==> config.mk <==
export PLATFORM = sky130hd
export DESIGN_NAME = sfx_event_sequencer
export DESIGN_NICKNAME = d
export VERILOG_FILES = /design/src/rtl/sfx_event_sequencer.sv
export SDC_FILE = /design/constraint.sdc
export NUM_CORES = 1
export LEC_CHECK = 0
export ABC_AREA = 1
export CORE_ASPECT_RATIO = 1.5
export CORE_MARGIN = 8
export CORE_UTILIZATION = 45
export DETAILED_ROUTE_END_ITERATION = 10
export GPL_ROUTABILITY_DRIVEN = 0
export GPL_TIMING_DRIVEN = 1
export PLACE_DENSITY_LB_ADDON = 0.2
export SYNTH_ARGS = -nofsm -noshare
export SYNTH_HDL_FRONTEND = slang
export SYNTH_SLANG_ARGS = --single-unit
==> constraint.sdc <==
create_clock -name clk -period 2 [get_ports clk]
set_input_delay 0.2 -clock clk [delete_from_list [all_inputs] [get_ports clk]]
set_output_delay 0.2 -clock clk [all_outputs]
set_load 0.01 [all_outputs]
==> src/rtl/sfx_event_sequencer.sv <==
// Sound-effect sequencer: edge-detected game events become prioritised,
// frame-timed effects on the APU effect voice, ducking BGM while one plays.
module sfx_event_sequencer #(
    parameter int NUM_EVENTS    = 4,
    parameter int EFFECT_FRAMES = 16,
    parameter int GAP_FRAMES    = 2,
    parameter bit DUCK_BGM      = 1'b1
) (
    input  logic                  clk,
    input  logic                  rst_n,
    input  logic                  frame_tick,
    input  logic [NUM_EVENTS-1:0] event_req,
    input  logic                  bgm_enable_in,
    output logic                  effect_valid,
    output logic [2:0]            effect_code,
    output logic [4:0]            effect_frame,
    output logic                  bgm_ena,
    output logic                  busy
);

    typedef enum logic [1:0] {IDLE, PLAY, GAP} state_t;

    state_t                state;
    logic [NUM_EVENTS-1:0] prev;
    logic [NUM_EVENTS-1:0] pending;
    logic [NUM_EVENTS-1:0] rise;
    logic [NUM_EVENTS-1:0] clr;
    logic [2:0]            win;
    logic [2:0]            gap_cnt;
    logic                  any;
    logic                  preempt;
    logic                  last;
    logic                  start;
    logic                  nxt_valid;

    always_comb begin
        rise = event_req & ~prev;
        any  = |pending;
        win  = '0;
        for (int i = NUM_EVENTS - 1; i >= 0; i--) begin
            if (pending[i]) win = 3'(i);
        end
        preempt = (state == PLAY) && any &&
                  (({1'b0, win} + 4'd1) < {1'b0, effect_code});
        last    = effect_frame == 5'(EFFECT_FRAMES - 1);
        start   = frame_tick && any &&
                  ((state == IDLE) || preempt ||
                   ((state == PLAY) && last && (GAP_FRAMES == 0)));
        clr     = start ? (NUM_EVENTS'(1) << win) : '0;
        // Value effect_valid takes at this edge, so bgm_ena lines up with it
        nxt_valid = effect_valid;
        if (frame_tick) begin
            if (start)
                nxt_valid = 1'b1;
            else if (state == PLAY && last)
                nxt_valid = 1'b0;
        end
    end

    always_ff @(posedge clk) begin
        if (!rst_n) begin
            state        <= IDLE;
            prev         <= '1;
            pending      <= '0;
            gap_cnt      <= '0;
            effect_valid <= 1'b0;
            effect_code  <= '0;
            effect_frame <= '0;
            bgm_ena      <= 1'b0;
            busy         <= 1'b0;
        end else begin
            prev    <= event_req;
            pending <= (pending & ~clr) | rise;
            bgm_ena <= bgm_enable_in & ~(DUCK_BGM & nxt_valid);
            if (frame_tick) begin
                if (start) begin
                    state        <= PLAY;
                    busy         <= 1'b1;
                    effect_valid <= 1'b1;
                    effect_code  <= win + 3'd1;
                    effect_frame <= '0;
                end else begin
                    unique case (state)
                        PLAY: begin
                            if (last) begin
                                effect_valid <= 1'b0;
                                effect_code  <= '0;
                                effect_frame <= '0;
                                gap_cnt      <= '0;
                                if (GAP_FRAMES > 0) begin
                                    state <= GAP;
                                end else begin
                                    state <= IDLE;
                                    busy  <= 1'b0;
                                end
                            end else begin
                                effect_frame <= effect_frame + 5'd1;
                            end
                        end
                        GAP: begin
                            if (gap_cnt == 3'(GAP_FRAMES - 1)) begin
                                state   <= IDLE;
                                busy    <= 1'b0;
                                gap_cnt <= '0;
                            end else begin
                                gap_cnt <= gap_cnt + 3'd1;
                            end
                        end
                        default: ;
                    endcase
                end
            end
        end
    end

endmodule

# [Yosys cells after proc, flatten, opt, wreduce, memory -nomap -nowiden]
# Cells that the tools add are included.
[totals] mem_bits_rw=0 rom_bits=0 out_inout_bits=11 reg_bits=24 latchBits=0 n_memories=0
[classes] n_mul=0 bitwise=8 n_shift=1 magnitude_cmp=1 addsub=4 reduce_logical=19 div=0 mux=26 n_eq_ne=7
[op_table] operator="two-way mux 3 bit" count=5
[op_table] operator="two-way mux 5 bit" count=3
[op_table] operator="two-way mux 2 bit" count=6
[op_table] operator="nonzero test 2 bit" count=5
[op_table] operator="two-way mux 1 bit" count=9
[op_table] operator="AND 4 bit" count=2
[op_table] operator="inverter 4 bit" count=2
[op_table] operator="AND reduction 4 bit" count=2
[op_table] operator="adder 3 x 1 -> 3 bit, second input constant" count=2
[op_table] operator="!= test 3 bit, second input constant" count=2
[op_table] operator="case mux 3 bit (2 select lines)" count=1
[op_table] operator="AND reduction 3 bit" count=2
[op_table] operator="adder 5 x 1 -> 5 bit, second input constant" count=1
[op_table] operator="equality test 5 x 4 -> 1 bit, second input constant" count=1
[op_table] operator="logical AND 1 bit" count=5
[op_table] operator="adder 3 x 1 -> 4 bit, second input constant" count=1
[op_table] operator="less-than comparator 4 x 3 -> 1 bit" count=1
[op_table] operator="two-way mux 4 bit" count=1
[op_table] operator="OR 4 bit" count=1
[op_table] operator="case mux 2 bit (2 select lines)" count=1
[op_table] operator="OR reduction 4 bit" count=1
[op_table] operator="<< shifter 1 x 3 -> 4 bit, first input constant" count=1
[op_table] operator="equality test 3 x 1 -> 1 bit, second input constant" count=1
[op_table] operator="nonzero test 3 bit" count=1
[op_table] operator="8 further kinds" count=9

# [Longest topological paths before layout]
[depth] word_depth=13 mapped_depth=18 mapped_depth_nobuf=18

# [Least setup slack after synthesis]
# No wires, ideal clock.
[synth_timing] path_type="register to register" start="register pending[2]" end="register gap_cnt[1]" n_path_buf=1 path_stages_with_launch=16 arrival_time_ps=1901 setup_slack_ps=-33 cell_sequence="dfxtp_1 nor2_1 nor3_1 inv_1 ha_1 inv_1 ha_1 nand2_1 nand2_1 nand2_1 nand2_2 nand2_4 nand2_4 buf_6 nand3_1 a21oi_1"
[synth_between] elab_chain_len=10
[synth_lines] item="from (decl)" line_no="25" source="logic [NUM_EVENTS-1:0] pending;"
[synth_lines] item="from (signal assigned)" line_no="73" source="pending <= (pending & ~clr) | rise;"
[synth_lines] item="two-way mux 2 bit (2 in series)" line_no="41" source="if (pending[i]) win = 3'(i);"
[synth_lines] item="two-way mux 3 bit" line_no="41"
[synth_lines] item="adder 3 x 1 -> 4 bit" line_no="44" source="(({1'b0, win} + 4'd1) < {1'b0, effect_code});"
[synth_lines] item="less-than comparator 4 x 3 -> 1 bit" line_no="44"
[synth_lines] item="logical AND 1 bit" line_no="43" source="preempt = (state == PLAY) && any &&"
[synth_lines] item="logical OR 1 bit" line_no="47" source="((state == IDLE) || preempt ||"
[synth_lines] item="logical AND 1 bit *" line_no="46" source="start = frame_tick && any &&"
[synth_lines] item="inverter 1 bit (no source line) *"
[synth_lines] item="AND reduction 4 bit (no source line) *"
[synth_lines] item="to (signal assigned)" line_no="106" source="gap_cnt <= gap_cnt + 3'd1;"
[synth_lines] item="to (decl)" line_no="29" source="logic [2:0] gap_cnt;"
# Every way passes the cells marked *; elsewhere a longest branch is shown, timed or not.
# A chain may end at the register's enable or synchronous reset.

# [Final worst setup path]
[layout_timing] start="register pending[3]" end="register pending[2]"
[layout_between] elab_chain_len=13
[layout_lines] item="two-way mux 2 bit (3 in series)" line_no="41"
[layout_lines] item="two-way mux 3 bit" line_no="41"
[layout_lines] item="adder 3 x 1 -> 4 bit" line_no="44"
[layout_lines] item="less-than comparator 4 x 3 -> 1 bit" line_no="44"
[layout_lines] item="logical AND 1 bit" line_no="43"
[layout_lines] item="logical OR 1 bit" line_no="47"
[layout_lines] item="logical AND 1 bit" line_no="46"
[layout_lines] item="two-way mux 4 bit *" line_no="49" source="clr = start ? (NUM_EVENTS'(1) << win) : '0;"
[layout_lines] item="inverter 4 bit *" line_no="73"
[layout_lines] item="AND 4 bit *" line_no="73"
[layout_lines] item="OR 4 bit *" line_no="73"
# Marks and branches as above.

==> key figures <==
Timing
  • Max Fclk: 484 MHz
  • Slew @ Worst Pin: 492 ps
  • PnR worst setup slack: -64.4 ps
  • Setup_tns: -126 ps
  • Crit path time final: 2060 ps
  • Relative slew slack: 0.672
  • RSZ-0062 raised after global routing: yes
  • Final Max Slew Viols: 0
  • Clk_skew: 4.59 ps
  • Final Hold Viols: 0
  • Final setup viols: 3
  • Tcrit/Tclk final: 1.03

Power and ir drop
  • Pwr/cell area: 665 nW/um^2
  • Peak VDD IR: 0.000541 V
  • Leak: 0.695 nW

Clocking
  • CTS root buffer: clkbuf_8
  • Htree depth: 1
  • Cts hold-fix bufs: 0
  • Clk_lat worst skew: 270 ps
  • Total CTS buffers: 3
  • Clock tree from TritonCTS: built
  • Clk sink count: 24
  • Clock Pin Slew Worst Setup and Hold Paths: 80 ps
  • Clock buffer depth: 2

Synthesis
  • Syn Nets: 180
  • Yosys reg bits: 24
  • Post-synth top area share: 0.390
  • Sequential share of the synthesized area: 0.390
  • Synth Area per Inst: 7.61 sq um
  • FFs w/ async S/R, synth: 0
  • Commonest cells post-synth: 35 x nand2_1, 26 x inv_1, 24 x dfxtp_1
  • Distinct cell type count after synthesis: 23
  • Cell count after synthesis: 162
  • Ranking of synthesized cells by area: dfxtp_1 39%, nand2_1 11%, ha_1 10%, inv_1 7.9%, a21oi_1 6.1%
  • Synth Warn #: 0
  • Count leader, synth: nand2_1
  • Leading area contributor after synthesis: dfxtp_1
  • Mapped Area: 1230 sq um
  • EDFF count, synth: 0
  • Synth Flop Type: dfxtp_1

Layout
  • Filler cell count: 259
  • Cell Count, Final, Fillers Out: 232
  • Finished Cell Area: 1720 sq um
  • Register area: 490 sq um
  • Layout net count: 214
  • Area Growth Syn to Fin: 39.7%
  • Layout cells sized above 1: 0.297
  • Antenna Cells: 0
  • Area of the multi-input gates: 744 sq um

GRT
  • Largest net degree at the start of global routing: 17
  • Total grt overflow: 0
  • First-pass GRT wire length: 4.61 mm
  • Gr usage total: 0.123
  • Number of global-route vias before repair: 1065
  • Initial antenna violation count: 0

Worst setup path
  • Worst setup SP type: register
  • CP Capture Type: register
  • Reg-to-reg endpoint: pending[2]$_SDFF_PN0_
  • Worst Path Arrival: 2200 ps
  • CP max FO: 5
  • R2R depth: 13
  • Crit Path Category: register to register
  • Worst R2R Start: pending[3]$_SDFF_PN0_
  • R2R setup slack: -60 ps
  • Req. time, crit path: 2140 ps

Min path
  • Hold path endpoint: pending[2]$_SDFF_PN0_
  • Hold Crit Class: register to register
  • Worst Hold Launch: prev[2]$_SDFF_PN1_
  • Worst Hold Path Cells: 3

Route
  • Detail Route Antenna Nets: 0
  • DRT Wirelength: 3.03 mm
  • Wire length per cell: 13.1 um
  • Residual DRC: 0
  • DRT Pass-1 Iters: 4
  • Via count: 1149
  • Iter 0 DRT Violations: 32
  • DR vias/cell: 4.95

Run status
  • Outcome: finished with violations
  • Failing checks: setup timing

Flow run
  • Max Cap Viol: 0

Die
  • Die ar.: 4700 sq um
  • Initial Util: 0.466
  • Cell Rows: 23
  • Die Span X: 58.7 um
  • Die H: 80.1 um
  • Core area: 2650 sq um
  • Ports: 19

Place
  • Post-Place Cell Area: 1500 sq um
  • HPWL after detailed placement: 2.11 mm
  • DP Cell Count: 222
  • Port-buffer cells: 18
[cells by family after synthesis]
logic type                 Yosys count  synth area share
AOI/OAI and AO/OA                   21             0.107
xor gates and xnor gates             3            0.0213
adders and majority gates           10             0.102
buffers and inverters               29            0.0944
DFF                                 24             0.390
and+or+nand+nor                     75             0.286
[layout make-up]
cell class | count | share of cell area
Clock buffer | 4 | 0.0320
Inverter | 27 | 0.0603
Multi-Input combinational cell | 109 | 0.432
Sequential cell | 24 | 0.285
Tap cell | 37 | 0.0269
Timing Repair Buffer | 31 | 0.164
[worst max-delay path by stage]
stage / to / cells after the start / startpoint / slack, ps
global route: pending[2]$_SDFF_PN0_ / 13 / pending[3]$_SDFF_PN0_ / -120
global placement: effect_frame[4]$_SDFFE_PN0P_ / 16 / pending[2]$_SDFF_PN0_ / -10
finish: pending[2]$_SDFF_PN0_ / 13 / pending[3]$_SDFF_PN0_ / -60
detailed placement: effect_frame[4]$_SDFFE_PN0P_ / 14 / pending[2]$_SDFF_PN0_ / -120
floorplan: gap_cnt[1]$_SDFFE_PN0P_ / 15 / pending[2]$_SDFF_PN0_ / 60
CTS: pending[2]$_SDFF_PN0_ / 15 / pending[2]$_SDFF_PN0_ / -30
[stage by stage]
stage,total power (W),util,worst slack (ps),hold WS (ps)
2_1_floorplan,0.000672,-,60.1,307
3_3_place_gp,0.000750,0.567,-13.5,456
3_5_place_dp,0.000761,0.567,-124,455
4_1_cts,0.00111,0.610,-31.6,467
5_1_grt,0.00121,0.650,-119,489
6_report,0.00114,0.650,-64.4,474
[critical path, cell delays in order, from the launching register on]
cell and delay (ps):
dfxtp_4 370, nor2_4 150, nor3_4 60, buf_4 130, buf_4 130, ha_1 210
ha_1 300, nand2_2 70, nand2_2 60, nand2_4 100, buf_6 130, nand3_2 90
nand2_2 90, a21oi_1 50
[layer usage]
metal / wire (um) / vias to the layer above / share of wire / global-route usage
met2: 1590 / 36 / 0.53 / 0.236
met3: 160 / 8 / 0.053 / 0.0272
met1: 1200 / 527 / 0.39 / 0.122
met4: 78 / 0 / 0.026 / 0.0505
met5: 0 / - / 0 / 0
li1: - / 578 / - / -
[sequential cells by signal, summed over array words and instances (netlist names)]
register / count
busy: 1
bgm_ena: 1
state: 2
effect_valid: 1
gap_cnt: 3
prev: 4
pending: 4
effect_code: 3
effect_frame: 5
[what timing repair did]
| action | CTS | global route |
|---|---|---|
| endpoints found under the setup margin | 15 | 20 |
| setup buffers | 2 | 4 |
| pin swaps | 2 | 10 |
| resized for setup | 11 | 23 |
[report_power, final]
group	leakage, nW	internal (W)	switching (W)
registers	0.198	0.000502	0.0000204
clock network	0.0288	0.000176	0.000149
logic	0.468	0.000137	0.000160
total	0.695	0.000815	0.000329
[placed cells by master, fill, tap and decap left out, types with 2 or more instances in the layout]
cell type,synthesis,routed
dfxtp_2,0,2
xor2_1,3,3
nand2_4,2,2
inv_1,26,22
ha_1,10,8
inv_2,1,4
clkbuf_8,0,4
buf_4,0,12
a21oi_1,15,14
nand2_1,35,27
nand3_1,15,11
dfxtp_1,24,20
nand2_2,2,9
nand3_2,2,6
or2_2,5,5
dfxtp_4,0,2
clkdlybuf4s50_1,0,18
ha_4,0,2
nor2_1,10,8
(Power assumes the default switching activity.)
